--- src/rtl/dvb_s2_bch_pkg.sv ---
// Shared constants and FSM encoding for the DVB-S2 normal-frame t=10 BCH encoder.
package dvb_s2_bch_pkg;
    localparam int W           = 20;
    localparam int P_WORDS     = 8;
    localparam int PAR_LEN     = 160;
    localparam int K_WORDS_R23 = 2152;
    localparam int K_WORDS_R56 = 2692;
    localparam int CNT_W       = 12;
    localparam int ROW_W       = 5;

    typedef enum logic [1:0] {
        S_WAIT = 2'd0,
        S_FOLD = 2'd1,
        S_PAR  = 2'd2
    } bch_state_t;
endpackage

--- src/rtl/dvb_s2_bch_t10_enc_core.sv ---
// 20-bit-parallel systematic BCH encoder: folds ROM rows into a 160-bit remainder.
// Optional build macro DVB_S2_BCH_BYPASS_EN adds a per-frame bch_bypass input.
module dvb_s2_bch_t10_enc_core
    import dvb_s2_bch_pkg::*;
#(
    parameter int K_WORDS = K_WORDS_R23
) (
    input  logic               clk_1x,
    input  logic               rst_n,
    input  logic [W-1:0]       s_data,
    input  logic               s_valid,
    input  logic               s_last,
    output logic               s_ready,
    output logic [W-1:0]       m_data,
    output logic               m_valid,
    output logic               m_last,
    input  logic               m_ready,
    output logic               rom_rd_en,
    output logic [ROW_W-1:0]   rom_rdaddr,
    input  logic [PAR_LEN-1:0] rom_rd_q,
    output logic               err_len,
`ifdef DVB_S2_BCH_BYPASS_EN
    input  logic               bch_bypass,
`endif
    output logic [1:0]         state_dbg
);
    // Handshakes: a word moves on a rising clk_1x edge where valid & ready are both 1;
    // valid never waits on ready, and data/last stay stable while valid & ~ready.
    localparam logic [CNT_W-1:0] K_CNT = CNT_W'(K_WORDS);

    bch_state_t         state, state_nxt;
    logic [PAR_LEN-1:0] r;
    logic [W-1:0]       fb;
    logic [ROW_W-1:0]   fold_cyc;
    logic [ROW_W-1:0]   k;
    logic [CNT_W-1:0]   word_cnt;
    logic [CNT_W-1:0]   cnt_nxt;
    logic [3:0]         par_cnt;
    logic               last_lat;
    logic               accept;
    logic               at_k;
    logic               out_free;
    logic               byp_now;

`ifdef DVB_S2_BCH_BYPASS_EN
    logic byp_lat;
    // Mode is taken from the first word of a frame and held until it ends.
    assign byp_now = (word_cnt == '0) ? bch_bypass : byp_lat;

    always_ff @(posedge clk_1x or negedge rst_n) begin
        if (!rst_n)                        byp_lat <= 1'b0;
        else if (accept && word_cnt == '0) byp_lat <= bch_bypass;
    end
`else
    assign byp_now = 1'b0;
`endif

    assign accept    = s_valid & s_ready;
    assign cnt_nxt   = word_cnt + 1'b1;
    assign at_k      = (cnt_nxt == K_CNT);
    assign out_free  = ~m_valid | m_ready;
    assign state_dbg = state;

    always_ff @(posedge clk_1x or negedge rst_n) begin
        if (!rst_n) state <= S_WAIT;
        else        state <= state_nxt;
    end

    always_comb begin
        state_nxt  = state;
        s_ready    = 1'b0;
        rom_rd_en  = 1'b0;
        rom_rdaddr = '0;
        case (state)
            S_WAIT: begin
                s_ready = out_free;
                if (s_valid && out_free && !byp_now) state_nxt = S_FOLD;
            end
            S_FOLD: begin
                if (fold_cyc < ROW_W'(W)) begin
                    rom_rd_en  = 1'b1;
                    rom_rdaddr = fold_cyc;
                end
                if (fold_cyc == ROW_W'(W)) state_nxt = last_lat ? S_PAR : S_WAIT;
            end
            S_PAR: begin
                if (par_cnt == 4'(P_WORDS) && m_ready) state_nxt = S_WAIT;
            end
            default: state_nxt = S_WAIT;
        endcase
    end

    always_ff @(posedge clk_1x or negedge rst_n) begin
        if (!rst_n) begin
            r        <= '0;
            fb       <= '0;
            fold_cyc <= '0;
            k        <= '0;
            word_cnt <= '0;
            par_cnt  <= '0;
            last_lat <= 1'b0;
            m_data   <= '0;
            m_valid  <= 1'b0;
            m_last   <= 1'b0;
            err_len  <= 1'b0;
        end else begin
            case (state)
                S_WAIT: begin
                    if (accept) begin
                        m_data  <= s_data;
                        m_valid <= 1'b1;
                        if (byp_now) begin
                            m_last   <= s_last;
                            word_cnt <= s_last ? '0 : cnt_nxt;
                        end else begin
                            m_last   <= 1'b0;
                            fb       <= r[PAR_LEN-1 -: W] ^ s_data;
                            r        <= {r[PAR_LEN-W-1:0], {W{1'b0}}};
                            word_cnt <= cnt_nxt;
                            // Reaching K without s_last also closes the frame.
                            last_lat <= s_last | at_k;
                            err_len  <= ((word_cnt == '0) ? 1'b0 : err_len) | (s_last ^ at_k);
                            k        <= '0;
                            fold_cyc <= '0;
                            par_cnt  <= '0;
                        end
                    end else if (m_ready) begin
                        m_valid <= 1'b0;
                        m_last  <= 1'b0;
                    end
                end
                S_FOLD: begin
                    if (m_ready) begin
                        m_valid <= 1'b0;
                        m_last  <= 1'b0;
                    end
                    // Row k returns one cycle after its address was issued.
                    if (fold_cyc != '0) begin
                        if (fb[k]) r <= r ^ rom_rd_q;
                        k <= k + 1'b1;
                    end
                    fold_cyc <= fold_cyc + 1'b1;
                end
                S_PAR: begin
                    if (par_cnt == 4'(P_WORDS)) begin
                        if (m_ready) begin
                            m_valid  <= 1'b0;
                            m_last   <= 1'b0;
                            r        <= '0;
                            word_cnt <= '0;
                        end
                    end else if (out_free) begin
                        m_data  <= r[PAR_LEN-1 -: W];
                        m_valid <= 1'b1;
                        m_last  <= (par_cnt == 4'(P_WORDS - 1));
                        r       <= {r[PAR_LEN-W-1:0], {W{1'b0}}};
                        par_cnt <= par_cnt + 1'b1;
                    end
                end
                default: ;
            endcase
        end
    end
endmodule

--- config.mk ---
export PLATFORM = sky130hd
export DESIGN_NAME = dvb_s2_bch_t10_enc_core
export DESIGN_NICKNAME = d
export VERILOG_FILES = /design/src/rtl/dvb_s2_bch_pkg.sv /design/src/rtl/dvb_s2_bch_t10_enc_core.sv
export SDC_FILE = /design/constraint.sdc
export NUM_CORES = 1
export LEC_CHECK = 0
export ABC_AREA = 1
export ABC_CLOCK_PERIOD_IN_PS = 2600
export BUFFER_PORTS_ARGS = -buffer_cell sky130_fd_sc_hd__buf_2
export CAP_MARGIN = 20
export CORE_MARGIN = 4
export CORE_UTILIZATION = 40
export DETAILED_ROUTE_END_ITERATION = 7
export HOLD_SLACK_MARGIN = 0.06
export PLACE_DENSITY = 0.67
export RECOVER_POWER = 50
export SLEW_MARGIN = 20
export SYNTH_ARGS = -nofsm -noshare
export SYNTH_HDL_FRONTEND = slang
export SYNTH_SLANG_ARGS = --single-unit
--- constraint.sdc ---
create_clock -name clk_1x -period 2.6 [get_ports clk_1x]
set_input_delay 0.26 -clock clk_1x [delete_from_list [all_inputs] [get_ports clk_1x]]
set_output_delay 0.26 -clock clk_1x [all_outputs]
set_load 0.01 [all_outputs]
Word level (Yosys, flattened, before mapping)
Index checks and enable logic that the tools add are counted.
{"block": "op_classes", "n_addsub": 4, "order_cmp": 2, "eq_ne": 18, "n_mux": 46, "bitwise": 8, "n_reduce_logical": 16}
{"op": "two-way mux 160 bit", "count": 6}
{"op": "case mux 160 bit (3 select lines)", "count": 1}
{"op": "XOR 160 bit", "count": 1}
{"op": "two-way mux 20 bit", "count": 3}
{"op": "case mux 20 bit (2 select lines)", "count": 1}
{"op": "two-way mux 12 bit", "count": 3}
{"op": "case mux 12 bit (2 select lines)", "count": 1}
{"op": "two-way mux 5 bit", "count": 4}
{"op": "inequality test 2 bit (second input constant)", "count": 10}
{"op": "case mux 5 bit (2 select lines)", "count": 2}
{"op": "XOR 20 bit", "count": 1}
{"op": "two-way mux 1 bit", "count": 13}
{"op": "adder 12 x 1 -> 12 bit (second input constant)", "count": 1}
{"op": "equality test 12 bit (second input constant)", "count": 1}
{"op": "zero test 12 bit", "count": 1}
{"op": "two-way mux 4 bit", "count": 3}
{"op": "adder 5 x 1 -> 5 bit (second input constant)", "count": 2}
{"op": "two-way mux 2 bit", "count": 4}
{"op": "case mux 4 bit (2 select lines)", "count": 1}
{"op": "AND reduction 4 bit", "count": 2}
{"op": "less-than comparator 5 x 6 -> 1 bit (second input constant)", "count": 1}
{"op": "inequality test 3 bit (second input constant)", "count": 2}
{"op": "case mux 1 bit (3 select lines)", "count": 2}
{"op": "case mux 2 bit (3 select lines)", "count": 1}
{"op": "20 further kinds", "count": 27}
{"block": "word_totals", "register_bits": 232, "inputBits": 185, "out_inout_bits": 32, "wordCells": 106}

Longest topological paths before layout
Gate-level depths: netlist (run 1).
{"block": "logic_depth", "depth_word": 6, "depth_mapped": 13, "depth_no_buf": 11}

Worst setup path before layout (run 1)
No wires, ideal clock.
{"block": "synth_timing", "path_type": "reg2out", "start": "register state[1], in the netlist state_dbg[1]", "end": "output port rom_rdaddr[0]", "arrival_ns": 1.791, "required_time_ns": 2.340, "setup_slack_ns": 0.549, "path_stages_with_launch": 8, "path_buffers": 3, "path_cell_list": "dfrtp_1 inv_1 ha_1 buf_2 clkbuf_1 clkbuf_1 nand2_1 a21oi_1"}
{"block": "synth_via", "elab_chain_cells": 2}
{"element": "start: declaration", "line": "dvb_s2_bch_t10_enc_core.sv:31", "source": "bch_state_t state, state_nxt;"}
{"element": "start signal: assignment", "line": "dvb_s2_bch_t10_enc_core.sv:66", "source": "else state <= state_nxt;"}
{"element": "equality test 2 x 1 -> 1 bit", "line": "dvb_s2_bch_t10_enc_core.sv:74", "source": "case (state)"}
{"element": "two-way mux 5 bit", "line": "dvb_s2_bch_t10_enc_core.sv:74"}
{"element": "end: declaration", "line": "dvb_s2_bch_t10_enc_core.sv:19", "source": "output logic [ROW_W-1:0] rom_rdaddr,"}
Every way passes these cells.

Worst setup path after layout (run 1)
{"block": "layout_timing", "start": "register state[1], in the netlist state_dbg[1]", "end": "register fold_cyc[4]"}
{"block": "layout_via", "elab_chain_cells": 5, "elab_cells_between_ends": 8, "classes_between": "eq/ne: 2; mux: 2; bitwise: 1; reduce/logical: 3"}
{"element": "zero test 2 bit", "line": "dvb_s2_bch_t10_enc_core.sv:74, dvb_s2_bch_t10_enc_core.sv:107"}
{"element": "two-way mux 1 bit", "line": "dvb_s2_bch_t10_enc_core.sv:74"}
{"element": "bitwise AND 1 bit", "line": "dvb_s2_bch_t10_enc_core.sv:58", "source": "assign accept = s_valid & s_ready;"}
{"element": "inequality test 2 bit (no line)"}
{"element": "AND reduction 2 bit (no line)"}
{"element": "end signal: assignment", "line": "dvb_s2_bch_t10_enc_core.sv:142", "source": "fold_cyc <= fold_cyc + 1'b1;"}
{"element": "end: declaration", "line": "dvb_s2_bch_t10_enc_core.sv:34", "source": "logic [ROW_W-1:0] fold_cyc;"}
Parallel ways exist; a longest one is shown, timed or not.
A chain may end at the register's enable or synchronous reset.

==> key figures, run 1 <==
Route
  • Detailed Route Iter0 Violations: 1,578
  • Post-route ant nets: 0
  • Drt via density: 5.52
  • Routed length per instance: 17.2 um
  • 1st-pass router iterations: 5
  • Detailed Route WL: 45.6 mm
  • Vias: ~15k
  • DRC: 0

Worst setup path
  • CP max FO: 167
  • FF-to-FF path depth: 7
  • CP required: 3.06 ns
  • Worst Setup SP: state_dbg[1]
  • R2r setup slk: 0.21 ns
  • RR Endpoint: fold_cyc[4]
  • Reg2Reg Launch Point: state_dbg[1]
  • Critical path depth: 7
  • Crit Path Class: flop to flop
  • Startpoint types: flop
  • CP endpoint kind: flop
  • Crit path cell chain: inv_1, ha_4, buf_12, nor2_1, inv_1, o21ai_0, a21oi_1
  • Worst path slowest cell: dfrtp_1
  • CP dominant cell by count: inv_1
  • CP max stage delay: 0.42 ns
  • Worst EP arrival: 2.85 ns
  • CP top delay family: buffers and inverters
  • CP bufs+invs: 3
  • Critical Path End: fold_cyc[4]

Clocking
  • Clk Latency, worst-skew pair: 0.55 ns
  • Clk root buf: clkbuf_16
  • Post-CTS setup buffer count: 0
  • Clock transition at the registers of the reported paths: 0.06 ns
  • Clock buffer count from CTS: 28
  • Max Buffers Root-to-Sink: 3
  • Htree depth: 1
  • CTS tree: done
  • CTS sink count: 232

Power and ir drop
  • Pwr Total: 21.6 mW
  • Peak supply drop: 0.00102 V
  • Pwr dens: 1290 mW/mm^2
  • Leak Pwr: 7.85 nW

Hold path
  • HP Start: rom_rd_q[4]
  • Min-Delay Path Class: input pin to flop

Cells and area
  • Final nets: 2,368
  • Area grow syn2layout: 20.8%
  • Final std cells w/o fill: between 2k and 3k
  • Layout cells sized above 1: between 10% and 20%
  • Fill cells: around 3.4k
  • Final Cell Area: 0.0168 mm^2

Synthesis
  • Post-synth EDFFs: 0
  • Most frequent cell after synthesis: nand2_1
  • Post-Syn Area: 0.0139 mm^2
  • Unique cell type count in the Yosys netlist: 32
  • Number of synthesized register bits: 232
  • FFs w/ async S/R, synth: 100%
  • Top-area cell type share of the netlist area: a little over two fifths
  • Ys Warns: 0
  • Mean Syn Cell Area: 6.99 um^2
  • Area contributors post-synth: dfrtp_1 42%, nand2_1 16%, nand3_1 12%, o21ai_0 11%, nor2_1 4.8%
  • Ys flop type: dfrtp_1
  • Synth Instances: approximately 2k
  • Most common library cells after synthesis: 575 x nand2_1, 328 x nand3_1, 302 x o21ai_0
  • Synth Net Count: between 2k and 2.5k
  • Seq/Total Area, Yosys: between 40% and 50%
  • Synth area leader: dfrtp_1

Placed design
  • IO Port Bufs: ~220
  • Placed cells: 2,547
  • Detailed placement HPWL: 29.8 mm
  • Global placement routability congestion: 0.866
  • Area after DPL: 0.0154 mm^2

Global route
  • Vias in the first global route: 13.7k
  • First-pass GRT wire length: 72.9 mm
  • Gr ovfl total: 0
  • Met3 Use GR: 3.13%
  • GRT met1 Usage: 34.6%
  • Pin count of the biggest net entering global routing: 168
  • Most Crowded Layer GR: met2
  • M2 GR Usage: 34.8%
  • Initial antenna violation count: 7
  • Total track usage: approximately 23%

STA
  • RSZ-0062 raised after global routing: false
  • Final period utilization: roughly nine tenths
  • Least-Margin Pin Slew: roughly 1.9 ns
  • Final hold violation count: 0
  • Max Slew Vio Count: 68
  • Min cycle time layout: ~2.4 ns
  • Clk_skew: 0.0153 ns
  • Max Clk Rate: 418 MHz
  • Final setup vio count: 0
  • Setup TNS: 0 ns
  • Max-slew headroom: -23.3%
  • Worst Hold Margin: just under 0.09 ns

Outcome
  • Status: complete, but fails checks
  • Failing checks: capacitance limit, slew limit

Flow run
  • Number of max-cap violations: 1

Floorplanning
  • Row cnt: 67
  • Chip Height: 194 um
  • Chip width: between 150 and 200 um
  • Die area: 0.0377 mm^2
  • Area of the core: 0.0339 mm^2
  • Starting Density: between 40% and 50%
  • IO Pins: around 220
[final cells by class]
class	count	area (um^2)	share of cell area, %
Sequential cell	232	5810	34.6
Tap cell	448	561	3.34
Timing Repair Buffer	285	1890	11.2
Multi-Input combinational cell	1566	7320	43.7
Antenna cell	6	15.0	0.0895
Clock inverter	9	138	0.821
Clock buffer	42	833	4.97
Inverter	56	213	1.27
[worst min-delay path by stage]
stage                       to  slack [ns]  cells past startpoint
floorplan              err_len       -0.04                      0
global placement    m_data[12]        0.27                      1
detailed placement   m_data[8]        0.27                      1
CTS                       r[4]        0.07                      4
global route              r[4]        0.12                      4
finish                    r[4]        0.09                      4
[worst register-to-register path, delay by kind of cell, from the launching register on]
| kind | cells | cell delay (ns) |
|---|---|---|
| simple gates | 1 | 0.67 |
| buf+inv | 3 | 0.77 |
| fa+ha+maj | 1 | 0.21 |
| flops | 1 | 0.42 |
| compound gates | 2 | 0.24 |
[logic make-up (layout without fill, tap and decap cells)]
| family | Yosys count | after routing | share of synthesized area [%] |
|---|---|---|---|
| XOR/XNOR | 31 | 31 | 1.96 |
| other | 0 | 6 | 0 |
| AO/OA/AOI/OAI | 411 | 411 | 15.6 |
| AND/OR/NAND/NOR | 1110 | 1110 | 33.6 |
| buffers and inverters | 188 | 392 | 5.80 |
| flip-flops | 232 | 232 | 41.8 |
| adder cells (fa/ha/maj) | 14 | 14 | 1.26 |
[layer usage]
layer	up-vias	share of wire, %
met5	-	0.046
li1	7039	-
met4	4	2.4
met3	77	6.9
met1	6939	46
met2	543	44
[state kept, by name, indices dropped and copies added, names as in the netlist, 2 cells and up]
signal and count:
fb 20, fold_cyc 5, k 5, m_data 20
par_cnt 4, r 160, state_dbg 2, word_cnt 12
[placed cells by master (no fill, tap or decap), types with 28 or more instances in the layout]
cell           instances
a21oi_1               31
o21ai_0              302
buf_2                199
nor2_1               178
dlygate4sd3_1         40
nand3_1              328
inv_1                 51
dfrtp_1              232
clkbuf_16             28
nand2_1              575
[power breakdown]
group	internal (mW)	switching [mW]	total [mW]	leakage (nW)
registers	4.83	1.10	5.94	3.05
clock network	2.50	1.60	4.11	0.475
logic	3.65	7.93	11.6	4.33
total	11.0	10.6	21.6	7.85
[timing repair]
| action | CTS | global route |
|---|---|---|
| resized for setup | 0 | 1 |
| endpoints found under the setup margin | 0 | 3 |
| hold buffers | 40 | 0 |
| endpoints found under the hold margin | 121 | 0 |
[metrics by stage]
stage / setup slack (ns) / utilization, %
6_report: 0.210 / 49.5
5_1_grt: 0.113 / 49.5
4_1_cts: 0.228 / 49.6
3_5_place_dp: 0.240 / 45.6
3_3_place_gp: 0.306 / 45.6
2_1_floorplan: 0.549 / -
No activity file was read; power rests on OpenSTA's default activity.
==> run 2: changes to the inputs <==
--- a/config.mk
+++ b/config.mk
@@ -5,7 +5,7 @@
 export SDC_FILE = /design/constraint.sdc
 export NUM_CORES = 1
 export LEC_CHECK = 0
-export ABC_AREA = 1
+export ABC_AREA = 0
 export ABC_CLOCK_PERIOD_IN_PS = 2600
 export BUFFER_PORTS_ARGS = -buffer_cell sky130_fd_sc_hd__buf_2
 export CAP_MARGIN = 20
==> run 2 against run 1 <==
  * Hold slack lost 0.0039 ns
  * Setup slack lost 0.12 ns
  * Sequential share of layout area grew 0.96 points
  * Critical endpoint is now r[17]
  * Global-route usage shrank 1.7 points
  * The run still ends with capacitance limit, slew limit left
  * Largest power group unchanged
  * Wire length shrank 12%
  * Critical path type unchanged
  * Maximum frequency shrank 4.7%
  * First-iteration DRC count shrank 34%
  * Utilization grew 0.27 points
  * Clock-buffer cell count shrank 2
  * Design area shrank 2.7%
  * Combinational power shrank 8%
==> key figures, run 2 <==
Outcome
  • Status: complete, but fails checks
  • Failing checks: capacitance limit, slew limit

Cells and area
  • Top flop regs: r: 160 flops, fb: 20 flops, m_data: 20 flops
  • Most flop-heavy register: r
  • Commonest non-fill, non-tap cell in the layout: dfrtp_1
  • Max FFs per register: 160 (unchanged)
  • Final std cells w/o fill: 2,145 (-19%)
  • Most frequent cells in the layout: 231 x dfrtp_1, 208 x nor2_1, 200 x buf_2
  • Final nets: 1,872 (-21%)
  • Layout cells sized above 1: 24.0% (+11 points)
  • Area grow syn2layout: 22.0%

Floorplanning
  • Row cnt: 66 (-1.5%)
  • Area of the core: 0.0328 mm^2 (-3.2%)
  • IO Pins: 217 (unchanged)
  • Die area: 0.0364 mm^2 (-3.4%)
  • Chip width: 191 um (-1.7%)
  • Chip Height: 191 um (-1.7%)
  • Starting Density: 40.8% (-0.16 points)

Global route
  • Total track usage: 21.3% (-1.7 points)
  • Initial antenna violation count: 22 (+15)
  • Vias in the first global route: 11.9k (-13%)
  • Pin count of the biggest net entering global routing: 94 (-44%)
  • Gr ovfl total: 0 (unchanged)
  • First-pass GRT wire length: 63.8 mm (-12%)

Clocking
  • Max Buffers Root-to-Sink: 3 (unchanged)
  • Post-CTS setup buffer count: 0 (unchanged)
  • Clk root buf: clkbuf_16
  • Clk Latency, worst-skew pair: 0.53 ns (-0.02 ns)
  • Clock buffer count from CTS: 27 (-3.6%)
  • CTS tree: done
  • Clock transition at the registers of the reported paths: 0.06 ns (about the same)
  • Htree depth: 1 (unchanged)
  • CTS sink count: 232 (unchanged)

Route
  • 1st-pass router iterations: 5 (unchanged)
  • Detailed Route WL: 40.3 mm (-12%)
  • Post-route ant nets: 0 (unchanged)
  • Routed length per instance: 18.8 um (+8.9%)
  • Detailed Route Iter0 Violations: 1,049 (-34%)
  • Drt via density: 5.64 (+2.2%)
  • Vias: 12.1k (-17%)
  • DRC: 0 (unchanged)

Worst setup path
  • R2r setup slk: 0.09 ns (-0.12 ns)
  • CP top delay family: compound AO/OA/AOI/OAI gates
  • Crit Path Class: flop to flop
  • Crit path cell chain: inv_1, ha_1, nand3b_1, a31oi_4, o2111ai_4, buf_12, or3_1, buf_4, o21ai_0
  • Worst path slowest cell: dfrtp_1
  • CP required: 3.03 ns (-0.03 ns)
  • Worst EP arrival: 2.94 ns (+0.09 ns)
  • CP endpoint kind: flop
  • CP bufs+invs: 3 (unchanged)
  • Startpoint types: flop
  • CP max FO: 39 (-77%)
  • CP max stage delay: 0.40 ns (-0.02 ns)

Synthesis
  • Seq/Total Area, Yosys: 43.4% (+1.6 points)
  • Most common library cells after synthesis: 232 x dfrtp_1, 208 x nor2_1, 164 x a21oi_1, 164 x o31ai_1, 142 x nor3b_1
  • Unique cell type count in the Yosys netlist: 52 (+63%)
  • Number of synthesized register bits: 232 (unchanged)
  • Synth Net Count: 1,668 (-24%)
  • Top-area cell type share of the netlist area: 43.4% (+1.6 points)
  • Post-Syn Area: 0.0134 mm^2 (-3.6%)
  • FFs w/ async S/R, synth: 100% (unchanged)
  • Area contributors post-synth: dfrtp_1 43%, o31ai_1 9.2%, nor3b_1 8.0%, o21ai_2 6.6%, a21oi_1 6.1%
  • Post-synth EDFFs: 0 (unchanged)
  • Synth area leader: dfrtp_1
  • Mean Syn Cell Area: 9.11 um^2 (+30%)
  • Synth Instances: 1,469 (-26%)
  • Ys flop type: dfrtp_1
  • Ys Warns: 0 (unchanged)
  • Most frequent cell after synthesis: dfrtp_1

STA
  • Max Slew Vio Count: 62 (-8.8%)
  • Least-Margin Pin Slew: 1.74 ns (-0.107 ns)
  • Max Clk Rate: 399 MHz (-4.7%)
  • Setup TNS: 0 ns (unchanged)
  • Worst Hold Margin: 0.0840 ns (-0.00391 ns)
  • Min cycle time layout: 2.51 ns (+0.117 ns)
  • Max-slew headroom: -16.2% (+7.1 points)
  • Clk_skew: 0.0125 ns (-0.00288 ns)
  • Final setup vio count: 0 (unchanged)
  • Final period utilization: 96.4% (+4.5 points)
  • PnR worst setup slack: 0.0932 ns (-0.117 ns)
  • Final hold violation count: 0 (unchanged)

Placed design
  • Global placement routability congestion: 0.876 (+1.2%)
  • Detailed placement HPWL: 27.3 mm (-8.5%)
  • Placed cells: 2,051 (-19%)
  • IO Port Bufs: 216 (unchanged)
  • Pre-CTS setup slack: 0.0363 ns (-0.204 ns)

Hold path
  • Min-Delay Path Class: input pin to flop

Power and ir drop
  • Pwr dens: 1250 mW/mm^2 (-3.2%)
  • Peak supply drop: 0.000895 V (-12%)
  • Leak Pwr: 7.12 nW (-9.4%)

Flow run
  • Number of max-cap violations: 1 (unchanged)
run 2: cell count changes after synthesis, moves of 25 or more:
cell,delta
nand2b_1,+25
nor3b_1,+140
buf_2,-28
o31ai_1,+164
inv_1,-34
a21oi_1,+133
o21ai_2,+101
o21ai_1,-25
o21ai_0,-196
nand3_1,-318
nor2_1,+30
nand2_1,-526
run 2: layer usage:
layer / share of wire [%] / GRT usage (%)
met5: 0.45 / 0
met4: 2.2 / 4.92
met3: 7.2 / 5.50
met2: 46 / 34.0
met1: 44 / 29.3
run 2: final cells by class:
class	instances	area [um^2]
multi-input cells	1098	6960
fillers	3131	16500
well taps	442	553
flip-flops and latches	232	5810
clock inverters	7	85.1
inverters	17	63.8
repair buffers	297	2020
clock buffers	40	805
diodes	12	30.0
run 2: timing repair:
action | 4_1_cts | 5_1_grt
resized for setup | 0 | 5
setup endpoints to repair | 0 | 54
hold endpoints to repair | 99 | 0
hold buffers | 35 | 0
run 2: worst paths after layout:
path | to | start | cells after the start
max | r[17] | par_cnt[0] | 9
min in group asynchronous | r[7] | rst_n | 2
max reg2reg | r[17] | par_cnt[0] | 9
min reg2reg | fb[10] | fb[10] | 2
min | r[21] | rom_rd_q[21] | 4
max in group asynchronous | r[31] | rst_n | 3
run 2: cell families (layout without fill, tap and decap cells):
group | count (synthesis) | in the layout | share of synthesized area (%)
buffers and inverters | 139 | 361 | 5.01
muxes | 29 | 29 | 2.65
other | 0 | 12 | 0
AOI/OAI and AO/OA | 554 | 554 | 27.1
DFF | 232 | 232 | 43.4
and+or+nand+nor | 471 | 471 | 18.5
adders and majority gates | 14 | 14 | 1.31
xor gates and xnor gates | 30 | 30 | 1.96
run 2: per-stage QoR:
stage | util, % | instance area (um^2) | total power [mW]
detailed placement | 46.0 | 15100 | 16.6
floorplan | - | 13400 | 13.3
finish | 49.8 | 16300 | 20.4
global route | 49.7 | 16300 | 21.8
CTS | 49.7 | 16300 | 20.5
global placement | 46.0 | 15100 | 16.3
run 2: worst min-delay path, delay by kind of cell:
family,cells,cell delay [ns]
AOI/OAI and AO/OA,2,0.13
and+or+nand+nor,1,0.09
buffers and inverters,1,0.10
run 2: power breakdown:
| group | total, mW | internal, mW | switching, mW |
|---|---|---|---|
| registers | 5.84 | 4.78 | 1.06 |
| clock network | 3.84 | 2.32 | 1.52 |
| logic | 10.7 | 3.83 | 6.85 |
